==> src/rtl/deser_pkg.sv <==
// rtl/deser_pkg.sv - shared lane type and word-size helpers for the deserializer
// DESER_PARITY_EN adds one even-parity bit after every lane word.
package deser_pkg;

  typedef enum logic {
    LANE0 = 1'b0,
    LANE1 = 1'b1
  } lane_t;

  localparam int DESER_WIDTH_DEF = 8;

  // Bits received per lane word, including the optional parity bit.
  function automatic int deser_nbits(input int width);
`ifdef DESER_PARITY_EN
    return width + 1;
`else
    return width;
`endif
  endfunction

endpackage

==> src/rtl/deser_if.sv <==
// rtl/deser_if.sv - bit-side input bundle and word-side output stream of the deserializer
interface deser_bit_if;
  logic bit_valid;
  logic bit_ready;
  logic bit_sel;
  logic bit_l0;
  logic bit_l1;

  modport master (output bit_valid, bit_sel, bit_l0, bit_l1, input bit_ready);
  modport slave  (input bit_valid, bit_sel, bit_l0, bit_l1, output bit_ready);
endinterface

interface deser_word_if import deser_pkg::*; #(
  parameter int WIDTH = DESER_WIDTH_DEF
);
  logic             out_valid;
  logic             out_ready;
  logic [WIDTH-1:0] out_data;
  logic             out_lane;
  logic             out_perr;

  modport master (output out_valid, out_data, out_lane, out_perr, input out_ready);
  modport slave  (input out_valid, out_data, out_lane, out_perr, output out_ready);
endinterface

==> src/rtl/deser_lane.sv <==
// rtl/deser_lane.sv - one lane: LSB-first shift register, bit counter, single-word hold
// DESER_PARITY_EN: the word carries a trailing even-parity bit checked into perr_o.
module deser_lane import deser_pkg::*; #(
  parameter int WIDTH = DESER_WIDTH_DEF
) (
  input  logic             clk,
  input  logic             rst_n,
  input  logic             bit_en_i,
  input  logic             bit_d_i,
  input  logic             pop_i,
  output logic             full_o,
  output logic             last_o,
  output logic [WIDTH-1:0] data_o,
  output logic             perr_o
);
  localparam int NBITS = deser_nbits(WIDTH);
  localparam int CW    = $clog2(NBITS);

  logic [NBITS-1:0] sh_q, sh_d;
  logic [NBITS-1:0] hold_q, hold_d;
  logic [CW-1:0]    cnt_q, cnt_d;
  logic             full_q, full_d;
  logic             done;

  assign last_o = (cnt_q == CW'(NBITS - 1));
  assign done   = bit_en_i && last_o;

  always_comb begin
    sh_d   = sh_q;
    cnt_d  = cnt_q;
    hold_d = hold_q;
    full_d = full_q;
    if (bit_en_i) begin
      sh_d[cnt_q] = bit_d_i;
      cnt_d       = done ? '0 : cnt_q + CW'(1);
    end
    // The top never lets a full lane finish a word, so done and pop never collide.
    if (done) begin
      hold_d = sh_d;
      full_d = 1'b1;
    end else if (pop_i) begin
      full_d = 1'b0;
    end
  end

  always_ff @(posedge clk or negedge rst_n) begin
    if (!rst_n) begin
      sh_q   <= '0;
      hold_q <= '0;
      cnt_q  <= '0;
      full_q <= 1'b0;
    end else begin
      sh_q   <= sh_d;
      hold_q <= hold_d;
      cnt_q  <= cnt_d;
      full_q <= full_d;
    end
  end

  assign full_o = full_q;
  assign data_o = hold_q[WIDTH-1:0];

`ifdef DESER_PARITY_EN
  assign perr_o = ^hold_q;
`else
  assign perr_o = 1'b0;
`endif

endmodule

==> src/rtl/deser_2ch.sv <==
// rtl/deser_2ch.sv - two-lane deserializer with round-robin word output stream
// DESER_PARITY_EN selects the parity-checked word format in each lane.
module deser_2ch import deser_pkg::*; #(
  parameter int WIDTH = DESER_WIDTH_DEF
) (
  input  logic         clk,
  input  logic         rst_n,
  deser_bit_if.slave   bit_if,
  deser_word_if.master out_if
);
  logic             full0, full1;
  logic             last0, last1;
  logic             perr0, perr1;
  logic [WIDTH-1:0] data0, data1;
  logic             sel_ready, accept, bit_d;
  logic             out_valid, pop;
  lane_t            grant, grant_q, last_grant_q;
  logic             stall_q;

  // A lane only refuses its final bit while its previous word is still waiting.
  assign sel_ready = rst_n && !(bit_if.bit_sel ? (full1 && last1) : (full0 && last0));
  assign accept    = bit_if.bit_valid && sel_ready;
  assign bit_d     = bit_if.bit_sel ? bit_if.bit_l1 : bit_if.bit_l0;

  assign bit_if.bit_ready = sel_ready;

  deser_lane #(.WIDTH(WIDTH)) u_lane0 (
    .clk      (clk),
    .rst_n    (rst_n),
    .bit_en_i (accept && !bit_if.bit_sel),
    .bit_d_i  (bit_d),
    .pop_i    (pop && (grant == LANE0)),
    .full_o   (full0),
    .last_o   (last0),
    .data_o   (data0),
    .perr_o   (perr0)
  );

  deser_lane #(.WIDTH(WIDTH)) u_lane1 (
    .clk      (clk),
    .rst_n    (rst_n),
    .bit_en_i (accept && bit_if.bit_sel),
    .bit_d_i  (bit_d),
    .pop_i    (pop && (grant == LANE1)),
    .full_o   (full1),
    .last_o   (last1),
    .data_o   (data1),
    .perr_o   (perr1)
  );

  assign out_valid = full0 || full1;
  assign pop       = out_valid && out_if.out_ready;

  // A stalled offer keeps its lane even if the other lane fills meanwhile.
  always_comb begin
    if (stall_q) begin
      grant = grant_q;
    end else if (full0 && full1) begin
      grant = (last_grant_q == LANE0) ? LANE1 : LANE0;
    end else if (full1) begin
      grant = LANE1;
    end else begin
      grant = LANE0;
    end
  end

  always_ff @(posedge clk or negedge rst_n) begin
    if (!rst_n) begin
      stall_q      <= 1'b0;
      grant_q      <= LANE0;
      last_grant_q <= LANE1;
    end else begin
      stall_q <= out_valid && !out_if.out_ready;
      grant_q <= grant;
      if (pop) begin
        last_grant_q <= grant;
      end
    end
  end

  assign out_if.out_valid = out_valid;
  assign out_if.out_lane  = out_valid && (grant == LANE1);
  assign out_if.out_data  = !out_valid ? '0 : ((grant == LANE1) ? data1 : data0);
  assign out_if.out_perr  = out_valid && ((grant == LANE1) ? perr1 : perr0);

endmodule

==> src/flat_wrapper.sv <==
// flat-port wrapper written by rule: the top's interface ports become plain ports
module deser_2ch_flat import deser_pkg::*;
#(
  parameter int WIDTH = DESER_WIDTH_DEF
)
  (clk, rst_n, bit_if_bit_valid, bit_if_bit_sel, bit_if_bit_l0, bit_if_bit_l1, bit_if_bit_ready, out_if_out_valid, out_if_out_data, out_if_out_lane, out_if_out_perr, out_if_out_ready);
  deser_bit_if bit_if_i ();
  deser_word_if #(.WIDTH(WIDTH)) out_if_i ();
  input  logic clk;
  input  logic rst_n;
  input wire logic [$bits(bit_if_i.bit_valid)-1:0] bit_if_bit_valid;
  input wire logic [$bits(bit_if_i.bit_sel)-1:0] bit_if_bit_sel;
  input wire logic [$bits(bit_if_i.bit_l0)-1:0] bit_if_bit_l0;
  input wire logic [$bits(bit_if_i.bit_l1)-1:0] bit_if_bit_l1;
  output wire logic [$bits(bit_if_i.bit_ready)-1:0] bit_if_bit_ready;
  output wire logic [$bits(out_if_i.out_valid)-1:0] out_if_out_valid;
  output wire logic [$bits(out_if_i.out_data)-1:0] out_if_out_data;
  output wire logic [$bits(out_if_i.out_lane)-1:0] out_if_out_lane;
  output wire logic [$bits(out_if_i.out_perr)-1:0] out_if_out_perr;
  input wire logic [$bits(out_if_i.out_ready)-1:0] out_if_out_ready;
  assign bit_if_i.bit_valid = bit_if_bit_valid;
  assign bit_if_i.bit_sel = bit_if_bit_sel;
  assign bit_if_i.bit_l0 = bit_if_bit_l0;
  assign bit_if_i.bit_l1 = bit_if_bit_l1;
  assign bit_if_bit_ready = bit_if_i.bit_ready;
  assign out_if_out_valid = out_if_i.out_valid;
  assign out_if_out_data = out_if_i.out_data;
  assign out_if_out_lane = out_if_i.out_lane;
  assign out_if_out_perr = out_if_i.out_perr;
  assign out_if_i.out_ready = out_if_out_ready;
  deser_2ch #(.WIDTH(WIDTH)) u_core (.clk(clk), .rst_n(rst_n), .bit_if(bit_if_i), .out_if(out_if_i));
endmodule
==> config.mk <==
export PLATFORM = sky130hd
export DESIGN_NAME = deser_2ch_flat
export DESIGN_NICKNAME = d
export VERILOG_FILES = /design/src/rtl/deser_pkg.sv /design/src/rtl/deser_if.sv /design/src/rtl/deser_lane.sv /design/src/rtl/deser_2ch.sv /design/src/flat_wrapper.sv
export SDC_FILE = /design/constraint.sdc
export NUM_CORES = 1
export LEC_CHECK = 0
export BUFFER_PORTS_ARGS = -buffer_cell sky130_fd_sc_hd__buf_2
export CAP_MARGIN = 10
export CORE_MARGIN = 1.5
export CORE_UTILIZATION = 30
export CTS_BUF_LIST = sky130_fd_sc_hd__clkbuf_8 sky130_fd_sc_hd__clkbuf_16
export DETAILED_ROUTE_END_ITERATION = 8
export PLACE_DENSITY = 0.54
export SLEW_MARGIN = 20
export SYNTH_ARGS = -nofsm -noshare
export SYNTH_HDL_FRONTEND = slang
export SYNTH_HIERARCHICAL = 1
export SYNTH_SLANG_ARGS = --single-unit
==> constraint.sdc <==
create_clock -name clk -period 2.95 [get_ports clk]
set_clock_uncertainty 0.05 [all_clocks]
set_input_delay 0 -clock clk [delete_from_list [all_inputs] [get_ports clk]]
set_output_delay 0 -clock clk [all_outputs]
set_load 0.05 [all_outputs]
==> results by group <==
Layout
  – Final Cell Area: 2395 µm²
  – Fill cells: 737
  – ANT cells: 0
  – Layout area overhead: 10.32%
  – Post-layout util: 0.3467
  – Proportion of layout cells with a drive suffix above 1: 0.3265
  – Final-stage net count: 206

Place
  – Buffers on Ports: 17
  – DP Worst Slack: 0.3631 ns
  – Last weighted congestion value of the routability-driven placer: 0.7660
  – Placed inst area: 2295 µm²
  – Hpwl dp: 2.661 mm

GRT
  – Largest net degree at the start of global routing: 44
  – Gr usage total: 0.1111
  – Vias in the first global route: 1277
  – Antenna violations before repair: 0
  – GRT overflow: 0
  – First-pass GRT wire length: 6.389 mm

Routing
  – Initial DRC count: 65
  – Remaining antenna violation count: 0
  – Routed via count: 1331
  – Avg WL per Cell: 13.22 µm
  – DRT Pass-1 Iters: 4
  – Vias per inst: 4.558
  – Aggregate routed wire length: 3.860 mm
  – DRC: 0

Timing
  – Max_slew headroom: 0.2506
  – RSZ-0062 raised after global routing: false
  – Setup TNS: 0 ns
  – Period minus WS final: 2.635 ns
  – Final setup fails: 0
  – Max frequency: 0.3795 GHz
  – Worst-Margin Slew: 1.093 ns
  – Post-layout worst setup margin: 0.3153 ns
  – Final Max Slew Viols: 0
  – Hold violation total from the final report: 0
  – Fin crit share: 0.8931

Yosys
  – Area share of the largest cell type after synthesis: 0.4841
  – Post-Syn Area: 2171 µm²
  – Post-synth top area cell: dfrtp_1
  – Distinct cells, synth: 30
  – Count leader, synth: dfrtp_1
  – Synth Net Count: 190
  – Share of flip-flops with an asynchronous set or reset: 1.000
  – Ys flop type: dfrtp_1
  – Ys Warns: 6
  – Area contributors post-synth: dfrtp_1 (48%), mux2_2 (16%), nand2_1 (4.5%), mux2i_1 (4.1%), buf_4 (3.1%)
  – Post-synthesis sequential area ratio: 0.4963
  – Number of synthesized flops with an enable pin: 0
  – Number of synthesized register bits: 43
  – Mean Syn Cell Area: 12.13 µm²
  – Most frequent cells after synthesis: dfrtp_1 (42), mux2_2 (31), nand2_1 (26), buf_4 (9), mux2i_1 (9)
  – Synth Instances: 179

Worst setup path
  – CP Cell Sequence: ha_1 -> ha_1 -> nand3_1 -> o211a_1 -> and3_1 -> nor4bb_1 -> mux2_2 -> mux2_2
  – Crit path kind: flip-flop to flip-flop
  – Worst Setup Start Kind: flip-flop
  – Worst Setup End Kind: flip-flop
  – Worst EP required: 3.08 ns
  – Slowest cell on crit path: dfrtp_1
  – Worst-path fanout max: 11
  – Worst path max stage delay: 0.49 ns
  – WP data arrival: 2.77 ns

Floorplan
  – Ports: 19
  – Die Wd: 88.07 µm
  – Row count: 30
  – DIE HEIGHT: 88.07 µm
  – Die ar.: 7755 µm²
  – CORE AREA: 6907 µm²
  – Starting Density: 0.3143

Clocking
  – # resized after CTS: 0
  – Clock Sinks: 43
  – Hold Buf Count CTS: 2
  – H-tree depth: 2
  – Setup Buffers After CTS: 0
  – CTS clock-pin slew for the worst setup and hold paths: 0.08 ns
  – CTS root buf: clkbuf_8
  – Worst-Skew Late Latency: 0.29 ns
  – TritonCTS clock tree: done
  – Number of CTS-inserted buffers: 5
  – CTS Buffer Depth: 2

Job
  – Max Cap Viol: 0

Pwr
  – Register share of total power: 0.488
  – Psw: 0.7554 mW
  – Clock power frac: 0.169
  – Power Dens Cells: 851.1 nW/µm²
  – Worst vdd ir: 264.3 µV
  – Power Internal: 1.283 mW
  – Pleak: 1.177 nW
  – Combinational Power Share: 0.342
  – Sw Ratio: 0.3706

Outcome
  – Status: completed

Worst hold path
  – Hold/Removal Path Class: input port to asynchronous set/reset pin
[cell usage in the layout, fill, tap and decap left out, drive strengths merged, types with 2 or more instances in the layout]
cell	instances
nor2	6
inv	11
ha	4
and3	2
nor2b	2
o21ai	6
nand4	2
nand4b	6
clkbuf	5
mux2i	10
nor4b	2
dfrtp	42
buf	20
nand2	26
and4bb	3
nor4bb	3
conb	2
dlygate4sd3	2
mux2	35
[cell type report]
class | count | area (µm²) | share of cell area
Tap cell | 96 | 120.1 | 0.05016
Timing Repair Buffer | 22 | 127.6 | 0.05329
Sequential cell | 43 | 1077 | 0.4498
Inverter | 8 | 30.03 | 0.01254
Multi-Input combinational cell | 115 | 959.7 | 0.4007
Clock inverter | 3 | 11.26 | 0.004702
Clock buffer | 5 | 68.82 | 0.02874
[routing by layer]
metal  part of all wire  global-route usage  wire length [µm]
met4              0.013             0.04688                49
met1               0.53              0.1614              2063
met3              0.044             0.03205               171
met5                  0                   0                 0
met2               0.41              0.1534              1575
[power by group through the flow]
| stage | clock (mW) | sequential (mW) | combinational [mW] |
|---|---|---|---|
| after detailed placement | 0 | 1.01 | 0.702 |
| after floorplan | 0 | 0.901 | 0.724 |
| after global routing | 0.391 | 1.03 | 0.773 |
| after CTS | 0.358 | 0.997 | 0.707 |
| after global placement | 0 | 1.00 | 0.692 |
| final | 0.345 | 0.995 | 0.698 |
[registers in the layout, summed over array words and instances (netlist names)]
name,count
u_core/last_grant_q,1
u_core/grant_q,1
u_core/u_lane0/sh_q,8
u_core/u_lane0/data_o,8
u_core/u_lane1/full_o,1
u_core/stall_q,1
u_core/u_lane1/sh_q,8
u_core/u_lane0/cnt_q,3
u_core/u_lane1/data_o,8
u_core/u_lane0/full_o,1
u_core/u_lane1/cnt_q,3
[critical path: cells and delay by family, from the launching register on]
family                     cells  cell delay, ns
muxes                          2            0.64
adders and majority gates      2            0.47
AOI/OAI and AO/OA              1            0.17
and+or+nand+nor                3            0.71
DFF                            1            0.49
[final timing paths]
path	to	depth (start not counted)	startpoint	slack (ns)
worst max-delay path	u_core/u_lane1/data_o[2]	8	u_core/u_lane1/cnt_q[0]	0.32
worst min-delay path	u_core/u_lane1/data_o[0]	3	rst_n	0.31
worst max register to register	u_core/u_lane1/data_o[2]	8	u_core/u_lane1/cnt_q[0]	0.32
worst min register to register	u_core/u_lane0/sh_q[6]	1	u_core/u_lane0/sh_q[6]	0.44
max in group asynchronous	u_core/last_grant_q	3	rst_n	2.16
min in group clk	u_core/u_lane1/sh_q[4]	3	bit_if_bit_l0	0.31
[logic make-up (layout without fill, tap and decap cells)]
kind of cell,Yosys count,count (layout),share of synthesized area
compound gates,10,10,0.03228
simple gates,54,54,0.1429
buf+inv,21,38,0.06167
fa+ha+maj,4,4,0.02306
other cells,2,2,0.003460
flops,43,43,0.4963
mux,45,45,0.2403
[metrics by stage]
step                total power [mW]  std cells  hold WS [ns]
global placement               1.692        282        0.1307
CTS                            2.062        292        0.3135
floorplan                      1.625        179       -0.3456
detailed placement             1.708        282        0.1319
finish                         2.038        292        0.3145
global route                   2.196        292        0.3439
(Power assumes the default switching activity.)
